==> src/rtl/wrr_arbiter.sv <==
// Weighted round-robin arbiter: a grant is held for up to max(weight,1) cycles
// or until the holder drops its request, then priority rotates past the holder.
module wrr_arbiter #(
  parameter int NUM_REQ  = 4,
  parameter int WEIGHT_W = 3,
  parameter int ID_W     = $clog2(NUM_REQ)
) (
  input  logic                         clk,
  input  logic                         reset,
  input  logic [NUM_REQ-1:0]           req_i,
  input  logic [NUM_REQ*WEIGHT_W-1:0]  weight_i,
  output logic [NUM_REQ-1:0]           gnt_o,
  output logic [ID_W-1:0]              gnt_id_o,
  output logic                         busy_o
);

  typedef enum logic {
    IDLE,
    GRANT
  } state_t;

  state_t              state_q, state_d;
  logic [ID_W-1:0]     ptr_q, ptr_d;
  logic [ID_W-1:0]     id_q, id_d;
  logic [WEIGHT_W-1:0] cnt_q, cnt_d;
  logic [NUM_REQ-1:0]  gnt_q, gnt_d;
  logic                busy_q;

  logic                release_now;
  logic [ID_W-1:0]     scan_base;
  logic                scan_found;
  logic [ID_W-1:0]     scan_id;
  logic [WEIGHT_W-1:0] scan_weight;
  logic [WEIGHT_W-1:0] scan_quantum;

  // The holder gives up the resource when it stops asking or its quantum is spent.
  assign release_now = (state_q == GRANT) && (!req_i[id_q] || (cnt_q <= WEIGHT_W'(1)));

  // After a release the scan starts just past the holder; from IDLE it starts at ptr.
  assign scan_base = (state_q == GRANT) ? id_q + ID_W'(1) : ptr_q;

  // NUM_REQ is a power of two, so ID_W-bit addition wraps modulo NUM_REQ.
  // Scanning from the far end lets the nearest requester win last.
  always_comb begin
    logic [ID_W-1:0] idx;
    scan_found = 1'b0;
    scan_id    = '0;
    for (int i = NUM_REQ - 1; i >= 0; i--) begin
      idx = scan_base + ID_W'(i);
      if (req_i[idx]) begin
        scan_found = 1'b1;
        scan_id    = idx;
      end
    end
  end

  assign scan_weight  = weight_i[scan_id*WEIGHT_W +: WEIGHT_W];
  assign scan_quantum = (scan_weight == '0) ? WEIGHT_W'(1) : scan_weight;

  // NOTE: every always_comb output gets a default first so no path leaves a
  // variable unassigned, which would otherwise infer a latch.
  always_comb begin
    state_d = state_q;
    ptr_d   = ptr_q;
    id_d    = id_q;
    cnt_d   = cnt_q;
    gnt_d   = gnt_q;

    unique case (state_q)
      IDLE: begin
        if (scan_found) begin
          state_d = GRANT;
          id_d    = scan_id;
          cnt_d   = scan_quantum;
          gnt_d   = NUM_REQ'(1) << scan_id;
        end
      end

      GRANT: begin
        if (!release_now) begin
          cnt_d = cnt_q - WEIGHT_W'(1);
        end else begin
          ptr_d = scan_base;
          if (scan_found) begin
            id_d  = scan_id;
            cnt_d = scan_quantum;
            gnt_d = NUM_REQ'(1) << scan_id;
          end else begin
            state_d = IDLE;
            id_d    = '0;
            cnt_d   = '0;
            gnt_d   = '0;
          end
        end
      end

      default: begin
        state_d = IDLE;
        id_d    = '0;
        cnt_d   = '0;
        gnt_d   = '0;
      end
    endcase
  end

  // NOTE: state registers use non-blocking assignments so every flop samples
  // the pre-edge values regardless of statement order.
  always_ff @(posedge clk) begin
    if (reset) begin
      state_q <= IDLE;
      ptr_q   <= '0;
      id_q    <= '0;
      cnt_q   <= '0;
      gnt_q   <= '0;
      busy_q  <= 1'b0;
    end else begin
      state_q <= state_d;
      ptr_q   <= ptr_d;
      id_q    <= id_d;
      cnt_q   <= cnt_d;
      gnt_q   <= gnt_d;
      busy_q  <= |gnt_d;
    end
  end

  assign gnt_o    = gnt_q;
  assign gnt_id_o = id_q;
  assign busy_o   = busy_q;

endmodule

==> config.mk <==
export PLATFORM = sky130hd
export DESIGN_NAME = wrr_arbiter
export DESIGN_NICKNAME = d
export VERILOG_FILES = /design/src/rtl/wrr_arbiter.sv
export SDC_FILE = /design/constraint.sdc
export NUM_CORES = 1
export LEC_CHECK = 0
export ABC_AREA = 1
export CAP_MARGIN = 25
export CORE_ASPECT_RATIO = 1.25
export CORE_MARGIN = 4
export CORE_UTILIZATION = 50
export DETAILED_ROUTE_END_ITERATION = 16
export GPL_TIMING_DRIVEN = 0
export PLACE_DENSITY = 0.77
export SKIP_CTS_REPAIR_TIMING = 1
export SYNTH_ARGS = -nofsm -noshare
export SYNTH_HDL_FRONTEND = slang
export SYNTH_SLANG_ARGS = --single-unit
==> constraint.sdc <==
create_clock -name clk -period 2.6 [get_ports clk]
set_clock_uncertainty 0.05 [all_clocks]
set_input_delay 0.78 -clock clk [delete_from_list [all_inputs] [get_ports clk]]
set_output_delay 0.78 -clock clk [all_outputs]
set_load 0.02 [all_outputs]
Yosys cells after proc, flatten, opt, wreduce, memory -nomap -nowiden:

Index checks and enable logic that the tools add are counted.

* multiply operators: 1
* bitwise logic cells: 1
* add/subtract/negate cells: 5
* shift-type cells: 2
* muxes and demuxes: 35
* order comparisons: 6
* reduce and logical (&&, ||, !) cells: 7
* eq/ne operators: 2

Operators with widths (number)
* 2-to-1 mux 2 bit: 8
* less-than comparator 2 x 3 -> 1 bit, second input constant: 5
* 2-to-1 mux 3 bit: 4
* 2-to-1 mux 4 bit: 3
* indexed part select 12 x 5 -> 3 bit: 1
* 2-to-1 mux 1 bit: 11
* binary-select mux 1 bit (select 2 bit): 5
* one-hot mux 4 bit (2 select lines): 1
* one-hot mux 3 bit (2 select lines): 1
* adder 2 x 1 -> 2 bit, second input constant: 2
* adder 2 bit, second input constant: 2
* multiplier 2 x 2 -> 4 bit, second input constant: 1
* one-hot mux 2 bit (2 select lines): 1
* AND reduction 2 bit: 2
* OR reduction 4 bit: 1
* left shift 1 x 2 -> 4 bit, first input constant: 1
* <= comparator 3 x 1 -> 1 bit, second input constant: 1
* logical NOT 3 bit: 1
* subtractor 3 x 1 -> 3 bit, second input constant: 1
* != test 2 x 1 -> 1 bit, second input constant: 1
* != test 2 bit, second input constant: 1
* one-hot mux 1 bit (2 select lines): 1
* logical AND 1 bit: 1
* logical NOT 1 bit: 1
* other kinds (2): 2

* flip-flop bits (word level): 13
* word-level logic and storage cells: 65
* output and inout bits: 7
* input port bits: 18

Longest topological paths before layout:

Gate-level depths: netlist of run 1.

* depth after elaboration: 16
* gate-level depth with buffers: 20
* mapped depth without buffers: 20

Worst setup path after synthesis of run 1:

Ideal clock, no wire load.

* path kind: input to register
* from: input req_i[3]
* to: register cnt_q[0]
* arrival: 1.924 ns
* stages on the path: 16
* data required time: 2.482 ns
* path buffers: 0
* setup time: 0.068 ns
* path slack: 0.559 ns
* cells stage by stage: nand3_1 -> nand2_1 -> nand2_1 -> nand2_1 -> nand3_1 -> nand2_2 -> inv_2 -> nand2_8 -> nand2_8 -> nand3_1 -> nand2_1 -> nor2_2 -> nand2_1 -> nand2_1 -> nand2_1 -> a21oi_2

* word-level cells in the longest chain between the ends: 13

Ends and longest elaborated chain
* start: declaration: line 10 `input logic [NUM_REQ-1:0] req_i,`
* binary-select mux 1 bit (select 2 bit): line 50 `if (req_i[idx]) begin`
* 2-to-1 mux 1 bit (not written as such): line 50
* 2-to-1 mux 2 bit (4 in a row): line 50
* multiplier 2 x 2 -> 4 bit: line 57 `assign scan_weight = weight_i[scan_id*WEIGHT_W +: WEIGHT_W];`
* indexed part select 12 x 5 -> 3 bit: line 57
* logical NOT 3 bit: line 58 `assign scan_quantum = (scan_weight == '0) ? WEIGHT_W'(1) : scan_weight;`
* 2-to-1 mux 3 bit: line 58
* 2-to-1 mux 3 bit: line 84 `if (scan_found) begin`
* 2-to-1 mux 3 bit: line 80 `if (!release_now) begin`
* one-hot mux 3 bit (2 select lines): line 69 `unique case (state_q)`
* end signal: assignment: line 120 `cnt_q <= cnt_d;`
* end: declaration: line 25 `logic [WEIGHT_W-1:0] cnt_q, cnt_d;`

Several ways; a longest one is shown, not always the timed one. The select of a mux whose other input is x is not followed.
A chain may end at the register's enable or synchronous reset.

Final worst setup path of run 1:

* from: register id_q[0], in the netlist gnt_id_o[0]
* to: register busy_q, in the netlist busy_o

* word-level cells in the longest chain between the ends: 14

Ends and longest elaborated chain
* start: declaration: line 24 `logic [ID_W-1:0] id_q, id_d;`
* start signal: assignment: line 119 `id_q <= id_d;`
* adder 2 x 1 -> 2 bit: line 40 `assign scan_base = (state_q == GRANT) ? id_q + ID_W'(1) : ptr_q;`
* 2-to-1 mux 2 bit: line 40
* adder 2 bit: line 49 `idx = scan_base + ID_W'(i);`
* binary-select mux 1 bit (select 2 bit): line 50
* 2-to-1 mux 1 bit (not written as such): line 50
* 2-to-1 mux 2 bit (4 in a row): line 50
* left shift 1 x 2 -> 4 bit: line 75, 87
* 2-to-1 mux 4 bit: line 84
* 2-to-1 mux 4 bit: line 80
* one-hot mux 4 bit (2 select lines) *: line 69
* OR reduction 4 bit *: line 122 `busy_q <= |gnt_d;`
* end signal: assignment: line 122
* end: declaration: line 27 `logic busy_q;`

Every way passes the cells marked *; elsewhere a longest branch is shown, timed or not. The select of a mux whose other input is x is not followed.

==> results of run 1 <==
-- through the flow --
stage | cells | hold WS [ns] | total power [mW] | cell area (µm²)
global placement | 228 | 0.403 | 1.75 | 1380
CTS | 232 | 0.448 | 1.92 | 1410
finish | 234 | 0.446 | 2.01 | 1470
global route | 234 | 0.480 | 2.22 | 1470
floorplan | 174 | 0.387 | 1.47 | 1110
detailed placement | 228 | 0.431 | 1.80 | 1380
-- report_power, final --
group	switching, mW	total, mW	internal [mW]
registers	0.0543	0.325	0.271
logic	0.998	1.57	0.568
clock network	0.0627	0.122	0.0595
total	1.11	2.01	0.898
-- flip-flops by register name (all words and copies together) (netlist names) --
register  flops
busy_o        1
cnt_q         3
gnt_id_o      2
gnt_o         4
ptr_q         2
state_q       1
-- cells in the final DEF, fill, tap and decap left out, types with 3 or more instances in the layout --
cell type / instances
nand2_2: 11
inv_2: 7
nand2_1: 46
nor2_2: 5
nand3_1: 12
o21ai_0: 8
inv_1: 18
dfxtp_1: 13
nand2_4: 5
dlymetal6s2s_1: 4
nand4_1: 5
a21oi_1: 11
o21ai_1: 4
clkbuf_4: 3
nor2_1: 9
clkdlybuf4s50_1: 20
nand3_2: 3
-- cell type report --
cell class                      count  area [µm²]  share of cell area
Tap cell                           30        37.5              0.0255
Clock buffer                        4        26.3              0.0179
Sequential cell                    13         260               0.177
Multi-Input combinational cell    135         777               0.529
Timing Repair Buffer               26         265               0.180
Buffer                              1        10.0             0.00681
Inverter                           25        93.8              0.0638
-- layer usage --
layer	global-route usage	wire length, µm	vias to the layer above
li1	-	-	625
met1	0.232	1180	562
met2	0.394	1560	23
met3	0.0295	87	6
met4	0.0870	51	0
met5	0	0	-
-- synth_stat cells --
cell type / number / area share
nand2_4: 4 / 0.041
nor2_2: 6 / 0.034
nand2_8: 2 / 0.036
xor2_1: 1 / 0.0079
inv_1: 20 / 0.068
dfxtp_1: 13 / 0.24
a21oi_2: 3 / 0.024
nand3_1: 13 / 0.059
o21ai_2: 2 / 0.016
o32ai_1: 1 / 0.0079
nand3_2: 2 / 0.018
nor2_1: 10 / 0.034
o21ai_1: 3 / 0.014
ha_1: 2 / 0.023
a21oi_1: 11 / 0.050
inv_2: 5 / 0.017
dlygate4sd3_1: 1 / 0.0091
nand2_1: 48 / 0.16
a211oi_1: 2 / 0.014
nand2_2: 10 / 0.057
o21ai_0: 9 / 0.041
a31oi_1: 1 / 0.0057
nand4_1: 5 / 0.028
-- worst max-delay path, stage by stage, from the launching register on --
cell and delay (ns):
dfxtp_1 0.46, inv_2 0.10, nand2_1 0.08, nand2_1 0.06
nand2_2 0.09, nand2_2 0.12, nand2_1 0.12, nand3_2 0.11
nand2_1 0.08, inv_1 0.04, nand2_2 0.07, inv_2 0.04
nand2_2 0.08, nor2_2 0.06, nor2_2 0.16, inv_2 0.09
nor2_4 0.09, nand2_1 0.07, nand2_1 0.06, nor2_1 0.04
a21oi_1 0.14
-- how the worst max path moves through the flow --
stage,startpoint,endpoint,slack [ns],cells past startpoint
floorplan,req_i[3],cnt_q[0],0.56,16
global placement,req_i[3],cnt_q[0],-0.19,16
detailed placement,req_i[3],cnt_q[0],-0.26,16
CTS,req_i[3],cnt_q[0],0.004,16
global route,gnt_id_o[0],busy_o,0.05,20
finish,gnt_id_o[0],busy_o,0.33,20
-- cell families (layout without fill, tap and decap cells) --
group / after synthesis / in the layout
AND/OR/NAND/NOR: 100 / 100
adder cells (fa/ha/maj): 2 / 2
buffers and inverters: 26 / 56
flip-flops: 13 / 13
AO/OA/AOI/OAI: 32 / 32
XOR/XNOR: 1 / 1
==> impl_metrics.py, run 1 <==
metrics = {
    "outcome": {
        "status": "complete, no violations",
    },
    "grt": {
        "antenna_found_initial": 0,
        "grt_pass1_vias": 1177,
        "grt_remaining_overflow": 0,
        "grt_max_degree": 11,
        "grtUsageTotal": 0.208,
        "grt_pass1_wl_um": 4910,
    },
    "die": {
        "die_height_um": 60.6,
        "ios": 25,
        "start_util": 0.540,
        "die_width_um": 50.1,
        "rows": 18,
        "coreArea_um2": 2050,
        "die_area_um2": 3030,
    },
    "worst_setup_path": {
        "cp.required_ns": 2.75,
        "cp_max_fo": 7,
        "rr_startpoint": "gnt_id_o[0]",
        "worst_r2r_endpoint": "busy_o",
        "path_class": "reg2reg",
        "reg2reg_depth": 20,
        "crit_path_end_kind": "register",
        "rrSetupSlack_ns": 0.33,
        "critPathLaunchType": "register",
        "cp.arrival_ns": 2.42,
    },
    "route": {
        "wl_per_cell_um": 12.3,
        "vias": 1216,
        "dr.pass1.iters": 4,
        "wirelength_um": 2880,
        "initialDrtViolationCount": 31,
        "drc": 0,
        "ant_nets": 0,
        "vias_per_cell": 5.20,
    },
    "final_layout": {
        "syn2layout_area_growth_pct": 32.9,
        "drive_above_1_share": 0.221,
        "final_core_utilization": 0.717,
        "fin_nets": 225,
        "diodes": 0,
        "fill_cells": 187,
    },
    "timing": {
        "tns_ns": 0,
        "finalHoldViolCount": 0,
        "min_period_ns": 2.27,
        "slew_viol_final": 0,
        "tightest_slew_ns": 0.388,
        "setup_ws_ns": 0.328,
        "fin_crit_sh": 0.874,
        "slew_headroom": 0.741,
        "fmax_mhz": 440,
        "setup_viol": 0,
        "rsz0062_at_grt": "no",
    },
    "yosys": {
        "synth_area_um2": 1110,
        "yosysWarnings": 0,
        "syn_nets": 194,
        "synthCells": 174,
        "synthXorXnorAreaFrac": 0.00792,
        "synth_fa_ha_area_frac": 0.0226,
        "ys_types": 23,
        "synth_top_family_by_area": "simple AND/OR/NAND/NOR gates",
        "synth-compound-area-share": 0.171,
        "yosys-mux-area-fraction": 0,
        "synthSimpleGateAreaFrac": 0.469,
        "yosysSeqAreaShare": 0.235,
        "synth.avg_cell_area_um2": 6.36,
        "synth_seq_cells": 13,
    },
    "clock_network": {
        "clock-sinks": 13,
        "cts_tree": "built",
        "root_buffer": "clkbuf_4",
        "clk_latency_ns": 0.28,
        "clkSlewWorstSetupHoldPaths_ns": 0.08,
        "clock_path_buffers": 2,
        "cts_made_buffers": 3,
        "h-tree-depth": 1,
    },
    "min_path": {
        "holdPathEnd": "ptr_q[1]",
        "hold_class": "reg2reg",
        "hold_depth": 2,
        "hp-start": "ptr_q[1]",
    },
    "pwr": {
        "vdd_drop_max_mv": 0.980,
        "power_density_nw_per_um2": 1370,
        "leakage_nw": 0.707,
    },
    "placement": {
        "port_buffers": 24,
        "globalplace.congestion": 0.890,
        "pre_cts_ws_ns": -0.263,
        "dpl.hpwl_um": 2280,
    },
    "flow_run": {
        "cap_violations": 0,
    },
}
Power figures use the tool's default switching activity.
==> run 2, diff against run 1 <==
--- a/config.mk
+++ b/config.mk
@@ -7,10 +7,11 @@
 export LEC_CHECK = 0
 export ABC_AREA = 1
 export CAP_MARGIN = 25
-export CORE_ASPECT_RATIO = 1.25
+export CORE_ASPECT_RATIO = 0.6
 export CORE_MARGIN = 4
 export CORE_UTILIZATION = 50
 export DETAILED_ROUTE_END_ITERATION = 16
+export GPL_ROUTABILITY_DRIVEN = 0
 export GPL_TIMING_DRIVEN = 0
 export PLACE_DENSITY = 0.77
 export SKIP_CTS_REPAIR_TIMING = 1
==> impl_metrics.py, run 2 (synthesis results as in run 1) <==
metrics = {
    "flow_run": {
        "cap_violations": 0,
    },
    "grt": {
        "antenna_found_initial": 0,
        "grt_pass1_wl_um": 5000,
        "grt_remaining_overflow": 0,
        "grtUsageTotal": 0.219,
        "grt_max_degree": 11,
        "grt_pass1_vias": 1118,
    },
    "timing": {
        "fin_crit_sh": 0.892,
        "setup_viol": 0,
        "fmax_mhz": 431,
        "tightest_slew_ns": 0.405,
        "slew_viol_final": 0,
        "slew_headroom": 0.729,
        "min_period_ns": 2.32,
        "finalHoldViolCount": 0,
        "whs_ns": 0.432,
        "rsz0062_at_grt": "no",
    },
    "placement": {
        "dp_cells": 226,
        "place_area_um2": 1380,
        "dpl.hpwl_um": 2340,
        "port_buffers": 24,
    },
    "die": {
        "ios": 25,
        "coreArea_um2": 1970,
        "die_area_um2": 3050,
        "die_height_um": 44.4,
        "rows": 12,
        "die_width_um": 68.7,
        "start_util": 0.562,
    },
    "final_layout": {
        "drive_above_1_share": 0.220,
        "regArea_um2": 260,
        "instances_no_fill": 233,
        "fill_cells": 157,
        "final_cell_mix": "47 x nand2_1, 20 x clkdlybuf4s50_1, 19 x inv_1",
        "syn2layout_area_growth_pct": 34.4,
        "fin_nets": 226,
        "stdcell_area_um2": 1490,
        "final_core_utilization": 0.756,
        "largest_reg_flops": 4,
        "mostFrequentLayoutCell": "nand2_1",
        "multi_input_area_um2": 769,
        "diodes": 0,
    },
    "worst_setup_path": {
        "critPathLaunchType": "register",
        "crit_path_end_kind": "register",
        "cp.arrival_ns": 2.39,
        "cp_max_fo": 10,
        "cp.required_ns": 2.67,
        "path_class": "reg2reg",
    },
    "clock_network": {
        "clock_path_buffers": 2,
        "clk_latency_ns": 0.25,
        "cts_made_buffers": 3,
        "clkSlewWorstSetupHoldPaths_ns": 0.06,
        "clock-sinks": 13,
        "h-tree-depth": 1,
        "cts_tree": "built",
        "root_buffer": "clkbuf_8",
    },
    "min_path": {
        "hold_class": "reg2reg",
    },
    "pwr": {
        "p_sw_mw": 1.14,
        "combPwrFrac": 0.754,
        "leakage_nw": 0.719,
        "vdd_drop_max_mv": 0.868,
        "p_clk_frac": 0.089,
        "p_int_mw": 0.945,
        "power_density_nw_per_um2": 1400,
        "power.total_mw": 2.09,
        "power_frac_seq": 0.156,
        "p_sw_frac": 0.547,
    },
    "route": {
        "initialDrtViolationCount": 77,
        "dr.pass1.iters": 4,
        "ant_nets": 0,
        "drc": 0,
        "vias_per_cell": 5.33,
        "wl_per_cell_um": 13.4,
        "vias": 1243,
        "wirelength_um": 3120,
    },
    "outcome": {
        "status": "complete, no violations",
    },
}
run 2: final timing paths:
check	end	start	depth (start not counted)	slack, ns
min reg2reg	ptr_q[1]	ptr_q[1]	2	0.43
min	ptr_q[1]	ptr_q[1]	2	0.43
max reg2reg	cnt_q[0]	state_q	17	0.28
max	cnt_q[0]	state_q	17	0.28
run 2: routing by layer:
| layer | up-vias | track usage | part of all wire |
|---|---|---|---|
| li1 | 626 | - | - |
| met1 | 566 | 0.307 | 0.45 |
| met2 | 49 | 0.342 | 0.46 |
| met3 | 2 | 0.0635 | 0.083 |
| met4 | 0 | 0.0310 | 0.0032 |
| met5 | - | 0 | 0 |
run 2: final cells by class:
class	instances	share of cell area
Timing Repair Buffer	27	0.184
Clock buffer	4	0.0303
Inverter	25	0.0631
Buffer	1	0.00673
Tap cell	28	0.0236
Multi-Input combinational cell	135	0.518
Sequential cell	13	0.175
run 2: worst max-delay path, cell delays in order, from the launching register on:
cell and delay (ns):
dfxtp_1 0.47, inv_2 0.13, nand2_2 0.13, nand2_4 0.09, o21ai_1 0.26, nand3_1 0.12
nand2_1 0.09, nand2_2 0.07, nand2_2 0.11, nand2_8 0.09, nand2_8 0.09, nand3_1 0.08
nand2_1 0.11, nor2_2 0.04, nand2_1 0.05, nand2_1 0.06, nand2_1 0.09, a21oi_2 0.05
run 2: through the flow:
| stage | TNS (ns) | setup WS [ns] |
|---|---|---|
| 6_report | 0 | 0.281 |
| 5_1_grt | 0 | 0.0548 |
| 4_1_cts | -0.0195 | -0.0111 |
| 3_5_place_dp | -1.19 | -0.239 |
| 3_3_place_gp | -0.795 | -0.191 |
| 2_1_floorplan | 0 | 0.559 |
run 2: power by group through the flow:
stage | Clock (mW) | Sequential (mW) | Combinational, mW
floorplan | 0 | 0.357 | 1.11
global placement | 0 | 0.325 | 1.42
detailed placement | 0 | 0.328 | 1.46
CTS | 0.185 | 0.324 | 1.48
global route | 0.199 | 0.334 | 1.76
finish | 0.186 | 0.326 | 1.57
